File: src/rtl/div_unit_param.sv
// Parametrised multi-cycle restoring divider for the EXE-stage MDU.
// Supports signed/unsigned ops, 1 or 2 quotient bits per cycle, cancel and a divide-by-zero flag.
module div_unit_param #(
    parameter int WIDTH          = 32,
    parameter int BITS_PER_CYCLE = 1
) (
    input  logic             clk,
    input  logic             rst,
    input  logic             start_i,
    input  logic             signed_i,
    input  logic             cancel_i,
    input  logic [WIDTH-1:0] dividend_i,
    input  logic [WIDTH-1:0] divisor_i,
    output logic             busy_o,
    output logic             done_o,
    output logic [WIDTH-1:0] quotient_o,
    output logic [WIDTH-1:0] remainder_o,
    output logic             div_zero_o
);

    localparam int N     = WIDTH / BITS_PER_CYCLE;
    localparam int CNT_W = $clog2(N + 1);

    typedef enum logic [1:0] {
        IDLE = 2'd0,
        CALC = 2'd1,
        FIX  = 2'd2
    } state_t;

    state_t             state_q, state_d;
    logic [CNT_W-1:0]   cnt_q, cnt_d;
    logic [WIDTH-1:0]   rem_q, rem_d;
    logic [WIDTH-1:0]   dvd_q, dvd_d;
    logic [WIDTH-1:0]   dsr_q, dsr_d;
    logic [WIDTH-1:0]   quot_q, quot_d;
    logic [WIDTH-1:0]   remo_q, remo_d;
    logic               q_neg_q, q_neg_d;
    logic               r_neg_q, r_neg_d;
    logic               dz_q, dz_d;
    logic               div_zero_q, div_zero_d;
    logic               done_q, done_d;

    logic [WIDTH-1:0]   step_rem;
    logic [WIDTH-1:0]   step_dvd;
    logic [WIDTH:0]     trial;

    // dvd shifts out dividend bits MSB first and shifts in quotient bits, so it ends up holding |q|.
    always_comb begin
        step_rem = rem_q;
        step_dvd = dvd_q;
        trial    = '0;
        for (int i = 0; i < BITS_PER_CYCLE; i++) begin
            trial = {step_rem, step_dvd[WIDTH-1]} - {1'b0, dsr_q};
            if (!trial[WIDTH]) begin
                step_rem = trial[WIDTH-1:0];
            end else begin
                step_rem = {step_rem[WIDTH-2:0], step_dvd[WIDTH-1]};
            end
            step_dvd = {step_dvd[WIDTH-2:0], ~trial[WIDTH]};
        end
    end

    always_comb begin
        state_d    = state_q;
        cnt_d      = cnt_q;
        rem_d      = rem_q;
        dvd_d      = dvd_q;
        dsr_d      = dsr_q;
        quot_d     = quot_q;
        remo_d     = remo_q;
        q_neg_d    = q_neg_q;
        r_neg_d    = r_neg_q;
        dz_d       = dz_q;
        div_zero_d = div_zero_q;
        done_d     = 1'b0;

        case (state_q)
            IDLE: begin
                if (start_i && !cancel_i) begin
                    q_neg_d = signed_i & (dividend_i[WIDTH-1] ^ divisor_i[WIDTH-1]);
                    r_neg_d = signed_i & dividend_i[WIDTH-1];
                    dsr_d   = (signed_i && divisor_i[WIDTH-1]) ? -divisor_i : divisor_i;
                    rem_d   = '0;
                    if (divisor_i == '0) begin
                        // Raw dividend is kept so it can be returned untouched as the remainder.
                        dz_d    = 1'b1;
                        dvd_d   = dividend_i;
                        state_d = FIX;
                    end else begin
                        dz_d    = 1'b0;
                        dvd_d   = (signed_i && dividend_i[WIDTH-1]) ? -dividend_i : dividend_i;
                        cnt_d   = CNT_W'(N);
                        state_d = CALC;
                    end
                end
            end
            CALC: begin
                if (cancel_i) begin
                    state_d = IDLE;
                end else begin
                    rem_d = step_rem;
                    dvd_d = step_dvd;
                    cnt_d = cnt_q - CNT_W'(1);
                    if (cnt_q == CNT_W'(1)) begin
                        state_d = FIX;
                    end
                end
            end
            FIX: begin
                if (cancel_i) begin
                    state_d = IDLE;
                end else begin
                    if (dz_q) begin
                        quot_d = '1;
                        remo_d = dvd_q;
                    end else begin
                        quot_d = q_neg_q ? -dvd_q : dvd_q;
                        remo_d = r_neg_q ? -rem_q : rem_q;
                    end
                    div_zero_d = dz_q;
                    done_d     = 1'b1;
                    state_d    = IDLE;
                end
            end
            default: begin
                state_d = IDLE;
            end
        endcase
    end

    always_ff @(posedge clk or posedge rst) begin
        if (rst) begin
            state_q    <= IDLE;
            cnt_q      <= '0;
            rem_q      <= '0;
            dvd_q      <= '0;
            dsr_q      <= '0;
            quot_q     <= '0;
            remo_q     <= '0;
            q_neg_q    <= 1'b0;
            r_neg_q    <= 1'b0;
            dz_q       <= 1'b0;
            div_zero_q <= 1'b0;
            done_q     <= 1'b0;
        end else begin
            state_q    <= state_d;
            cnt_q      <= cnt_d;
            rem_q      <= rem_d;
            dvd_q      <= dvd_d;
            dsr_q      <= dsr_d;
            quot_q     <= quot_d;
            remo_q     <= remo_d;
            q_neg_q    <= q_neg_d;
            r_neg_q    <= r_neg_d;
            dz_q       <= dz_d;
            div_zero_q <= div_zero_d;
            done_q     <= done_d;
        end
    end

    assign busy_o      = (state_q != IDLE);
    assign done_o      = done_q;
    assign quotient_o  = quot_q;
    assign remainder_o = remo_q;
    assign div_zero_o  = div_zero_q;

endmodule

File: config.mk
export PLATFORM = sky130hd
export DESIGN_NAME = div_unit_param
export DESIGN_NICKNAME = d
export VERILOG_FILES = /design/src/rtl/div_unit_param.sv
export SDC_FILE = /design/constraint.sdc
export NUM_CORES = 1
export LEC_CHECK = 0
export ABC_AREA = 0
export CAP_MARGIN = 20
export CORE_MARGIN = 2
export CORE_UTILIZATION = 25
export CTS_BUF_LIST = sky130_fd_sc_hd__clkbuf_4
export CTS_CLUSTER_DIAMETER = 80
export CTS_CLUSTER_SIZE = 14
export DETAILED_ROUTE_END_ITERATION = 8
export PLACE_DENSITY_LB_ADDON = 0.12
export SLEW_MARGIN = 20
export SYNTH_ARGS = -nofsm -noshare
export SYNTH_HDL_FRONTEND = slang
export SYNTH_SLANG_ARGS = --single-unit
File: constraint.sdc
create_clock -name clk -period 14.8 [get_ports clk]
set_input_delay 2.22 -clock clk [delete_from_list [all_inputs] [get_ports clk]]
set_output_delay 2.22 -clock clk [all_outputs]
set_load 0.005 [all_outputs]
# Yosys cells after proc, flatten, opt, wreduce, memory -nomap -nowiden
# Cells that the tools add are included.
[op_classes]
mux = 26
shifts = 0
n_div = 0
n_reduce_logical = 13
addsub = 6
magnitude_cmp = 0
mul = 0
n_bitwise = 5
eq_ne = 7
[op_table]
columns = ["cell", "count"]
rows = [
  ["32-bit two-way mux", 12],
  ["32-bit negation", 4],
  ["32-bit one-hot mux with 2 select lines", 2],
  ["33-bit by 32-bit subtractor with 33-bit output", 1],
  ["32-bit zero test", 1],
  ["6-bit two-way mux", 3],
  ["6-bit one-hot mux with 2 select lines", 1],
  ["2-bit two-way mux", 4],
  ["6-bit by 1-bit equality test with 1-bit output, second input constant", 1],
  ["2-bit != test, second input constant", 3],
  ["2-bit AND reduction", 3],
  ["6-bit by 1-bit subtractor with 6-bit output, second input constant", 1],
  ["2-bit one-hot mux with 2 select lines", 1],
  ["4-bit AND reduction", 1],
  ["2-bit nonzero test", 2],
  ["1-bit logical AND", 3],
  ["1-bit two-way mux", 3],
  ["3-bit != test, second input constant", 1],
  ["3-bit AND reduction", 1],
  ["1-bit bitwise AND", 2],
  ["2-bit by 1-bit equality test with 1-bit output, second input constant", 1],
  ["2-bit equality test, second input constant", 1],
  ["2-bit zero test", 1],
  ["1-bit inverter", 2],
  ["2 further kinds", 2],
]
[totals]
reg_bits = 173
ramBits = 0
n_memories = 0
inputBits = 69
word_cells = 69
latchBits = 0
output_inout_bits = 67
romBits = 0

# Depth between registers and ports, before layout
[depth]
ltp_word = 5
ltp_mapped = 13
depth_no_buf = 12

# Worst setup path after synthesis
# Ideal clock, no wire load.
[synth_timing]
kind = "input -> register"
startpoint = "input port divisor_i[6]"
endpoint = "register cnt_q[4]"
required_ns = 14.658
cell_stages = 9
setup_time_ns = 0.142
n_path_buf = 0
t_arrival_ns = 4.261
slack_ns = 10.397
cell_sequence = "or4_4 > or3_1 > nor3_2 > nand2_1 > or3_1 > o21ai_2 > nor3_1 > a21oi_1 > o21ai_0"
[synth_between]
elab_chain_cells = 3
[synth_lines]
columns = ["element", "line", "source"]
rows = [
  ["start: declaration", "13", "input logic [WIDTH-1:0] divisor_i,"],
  ["32-bit zero test", "84", "if (divisor_i == '0) begin"],
  ["2-bit != test (no line)", "n/a", ""],
  ["4-bit AND reduction (no line)", "n/a", ""],
  ["end signal: assignment", "147", "cnt_q <= cnt_d;"],
  ["end: declaration", "31", "logic [CNT_W-1:0] cnt_q, cnt_d;"],
]
# No other way between the ends.
# A chain may end at the register's enable or synchronous reset.

# Worst setup path after layout
[layout_timing]
startpoint = "input port divisor_i[13]"
endpoint = "register dvd_q[29]"
[layout_between]
elab_chain_cells = 4
[layout_lines]
columns = ["element", "line", "source"]
rows = [
  ["32-bit zero test", "84", ""],
  ["32-bit two-way mux", "84", ""],
  ["32-bit two-way mux", "79", "if (start_i && !cancel_i) begin"],
  ["32-bit one-hot mux with 2 select lines", "77", "case (state_q)"],
  ["end signal: assignment", "149", "dvd_q <= dvd_d;"],
  ["end: declaration", "33", "logic [WIDTH-1:0] dvd_q, dvd_d;"],
]
# No other way between the ends. The select of a mux whose other input is x is not followed.

==> results.sh <==
export IMPL_hold_buffers=0
export IMPL_crit_required_ns=15.36
export IMPL_critical_path_class="input pin to flop"
export IMPL_seq_power_share=0.321
export IMPL_layout_common_cells="nand2_1, o21ai_0, dfrtp_1"
export IMPL_leakage_nw=5.75
export IMPL_antenna_found_initial=1
export IMPL_ios=136
export IMPL_htree_levels=4
export IMPL_clockBufferDepth=2
export IMPL_fin_skew_ns=0.0363
export IMPL_vias=9868
export IMPL_finalNetCount=1585
export IMPL_syn_to_final_growth_pct=19.8
export IMPL_post_cts_buffers=0
export IMPL_min_from="quotient_o[31]"
export IMPL_routed_wirelength_mm=36.9
export IMPL_holdCritPathClass="flop to flop"
export IMPL_grt_start_max_net_pins=68
export IMPL_hold_viol_final=0
export IMPL_worst_slew_pin_transition_ns=1.04
export IMPL_seq_area_frac_synth=0.377
export IMPL_crit_buf_inv=1
export IMPL_fmax_mhz=207
export IMPL_ys_types=68
export IMPL_synth_area_um2=11500
export IMPL_fillers=4913
export IMPL_grtUsageMet3=0.0209
export IMPL_grtUsageMet1=0.226
export IMPL_wl_per_cell_um=17.6
export IMPL_drt_first_pass_iters=5
export IMPL_grt_pass1_wl_mm=58.4
export IMPL_cp_data_arrival_time_ns=5.39
export IMPL_status="finished, final reports clean"
export IMPL_die_w_um=218
export IMPL_slowest_stage="or4_1"
export IMPL_clkTransAtPathRegs_ns=0.16
export IMPL_intPower_mw=1.56
export IMPL_route_detailed_drc=0
export IMPL_rr_worst_depth=12
export IMPL_final_common_cell="nand2_1"
export IMPL_ant_nets=0
export IMPL_rows=78
export IMPL_min_period_over_period=0.326
export IMPL_dieArea_um2=47600
export IMPL_r2r_start="dvd_q[31]"
export IMPL_slowest_delay_ns=0.59
export IMPL_fin_area_um2=13700
export IMPL_syn_area_per_cell_um2=8.31
export IMPL_clk_latency_ns=0.64
export IMPL_clkPwrFrac=0.098
export IMPL_synth_nets=1489
export IMPL_die_h_um=218
export IMPL_r2r_slack_ns=10.89
export IMPL_ir_drop_v=0.0000730
export IMPL_cts_sinks=173
export IMPL_crit_path_start_kind="input pin"
export IMPL_min_to="quotient_o[31]"
export IMPL_numPortBuffers=135
export IMPL_netlist_instances=1381
export IMPL_rsz0062_at_grt="false"
export IMPL_drt_iter0_markers=612
export IMPL_gr_usage_all_layers=0.158
export IMPL_pwr_density_cell_nw_per_um2=219
export IMPL_path_max_fanout=29
export IMPL_core_um2=45400
export IMPL_cts_inserted_buffers=17
export IMPL_start_util=0.253
export IMPL_min_period_ns=4.83
export IMPL_fin_cells=2091
export IMPL_timing_rr_end="rem_q[13]"
export IMPL_gr_usage_met2=0.249
export IMPL_synth_main_ff_cell="dfrtp_1"
export IMPL_globalRoute_busiestLayer="met2"
export IMPL_placed_area_um2=13400
export IMPL_setup_violations=0
export IMPL_cap_viol_max_count=0
export IMPL_endpoint_kind="flop"
export IMPL_cts_tree="done"
export IMPL_drive_gt1_frac=0.0564
export IMPL_slew_limit_headroom=0.303
export IMPL_synth_warnings=0
export IMPL_drv_slew=0
export IMPL_grt_ovfl_total=0
export IMPL_dp_hpwl_mm=28.2
export IMPL_cpLargestDelayFamily="simple AND/OR/NAND/NOR gates"
export IMPL_vias_per_cell=4.72
export IMPL_min_path_cells=2
export IMPL_async_flop_share=1.00
export IMPL_crit_chain="clkdlybuf4s50_1, or4_1, nor4_1, nand4bb_1, nor3_2, nor2_4, o41ai_1, xnor2_1, mux2i_1, o21ai_0"
export IMPL_ys_ff_latch=173
export IMPL_p_sw_mw=1.45
export IMPL_grt_pass1_vias=9731
export IMPL_gp_congestion=0.835
export IMPL_p_comb_frac=0.580
export IMPL_synth_edf_count=0
export IMPL_finalSetupTns_ns=0
export IMPL_cts_root_buffer="clkbuf_4"
export IMPL_cts_resized=0
export IMPL_postLayoutCoreUtil=0.303
export IMPL_swShare=0.483
export IMPL_placed_cells=2058
registers in the layout, summed over array words and instances, names as in the netlist:
register and cells:
state_q 2, quotient_o 32, dz_q 1, div_zero_o 1
r_neg_q 1, cnt_q 6, remainder_o 32, dvd_q 32
rem_q 32, dsr_q 32, done_o 1, q_neg_q 1
per-layer routing:
metal,part of all wire,up-vias,routed length (µm)
met5,0,-,0
met4,0.017,0,621
met3,0.028,28,1050
met2,0.45,167,16600
met1,0.51,4621,18700
li1,-,5052,-
area by class of cell:
cell class | instances | area (µm²) | share of cell area
Clock inverter | 15 | 164 | 0.0119
Timing Repair Buffer | 152 | 1480 | 0.108
Multi-Input combinational cell | 1075 | 6670 | 0.485
Clock buffer | 17 | 128 | 0.00928
Antenna cell | 1 | 2.50 | 0.000182
Tap cell | 600 | 751 | 0.0546
Sequential cell | 173 | 4330 | 0.315
Inverter | 58 | 223 | 0.0162
worst min-delay path, cell delays in order (launching register included):
cell	delay [ns]
dfrtp_1	0.37
nand2_1	0.05
nand2_1	0.05
how the worst max path moves through the flow:
stage | endpoint | cells after the start | slack (ns) | from
3_5_place_dp | dvd_q[25] | 10 | 9.27 | divisor_i[13]
5_1_grt | dvd_q[23] | 10 | 9.72 | divisor_i[13]
6_report | dvd_q[29] | 10 | 9.97 | divisor_i[13]
2_1_floorplan | cnt_q[0] | 1 | 7.89 | rst
3_3_place_gp | dvd_q[27] | 10 | 9.39 | divisor_i[13]
4_1_cts | dvd_q[25] | 10 | 10.00 | divisor_i[13]
metrics by stage:
| stage | hold WS [ns] | setup slack (ns) | power, mW |
|---|---|---|---|
| 6_report | 0.491 | 9.97 | 3.01 |
| 5_1_grt | 0.522 | 9.72 | 3.31 |
| 4_1_cts | 0.499 | 10.00 | 3.04 |
| 3_5_place_dp | 0.465 | 9.27 | 2.74 |
| 3_3_place_gp | 0.463 | 9.39 | 2.73 |
| 2_1_floorplan | 0.450 | 7.89 | 2.10 |
power by group through the flow:
| stage | Combinational, mW | Clock [mW] | Sequential (mW) |
|---|---|---|---|
| after floorplan | 1.25 | 0 | 0.845 |
| after global placement | 1.75 | 0 | 0.979 |
| after detailed placement | 1.75 | 0 | 0.984 |
| after CTS | 1.76 | 0.311 | 0.971 |
| after global routing | 1.98 | 0.328 | 1.01 |
| final | 1.75 | 0.296 | 0.967 |
cell families after synthesis:
kind of cell               after synthesis  share of synthesized area
buffers and inverters                  133                     0.0443
adders and majority gates               39                     0.0432
muxes                                   32                     0.0279
AOI/OAI and AO/OA                      423                      0.218
and+or+nand+nor                        435                      0.178
DFF                                    173                      0.377
xor gates and xnor gates               146                      0.111
cell usage after synthesis, types with 4 or more instances:
| library cell | instances | area, µm² |
|---|---|---|
| nor3_1 | 23 | 115 |
| ha_1 | 38 | 475 |
| o31ai_1 | 29 | 218 |
| inv_1 | 58 | 218 |
| xnor2_1 | 52 | 455 |
| xor2_1 | 94 | 823 |
| o211ai_1 | 8 | 60.1 |
| nand4_1 | 6 | 37.5 |
| dfrtp_1 | 173 | 4330 |
| o21ai_1 | 4 | 20.0 |
| or3_1 | 29 | 181 |
| or4_1 | 8 | 60.1 |
| nor4_1 | 6 | 37.5 |
| o21ai_0 | 176 | 881 |
| a32oi_1 | 4 | 35.0 |
| nor3_2 | 5 | 50.1 |
| nor2_1 | 112 | 420 |
| o41ai_1 | 16 | 140 |
| o41ai_2 | 4 | 65.1 |
| or2_2 | 7 | 43.8 |
| clkbuf_1 | 63 | 236 |
| nand3b_1 | 4 | 30.0 |
| nand2_1 | 180 | 676 |
| buf_2 | 6 | 30.0 |
| buf_1 | 5 | 18.8 |
| nand2b_1 | 19 | 119 |
| a31oi_1 | 8 | 50.1 |
| nand3_1 | 8 | 40.0 |
| mux2i_1 | 32 | 320 |
| or4_4 | 4 | 45.0 |
| a21oi_1 | 127 | 636 |
| a21o_1 | 8 | 60.1 |
| o22ai_1 | 4 | 25.0 |
| nor2b_1 | 7 | 43.8 |
Power figures use the tool's default switching activity.
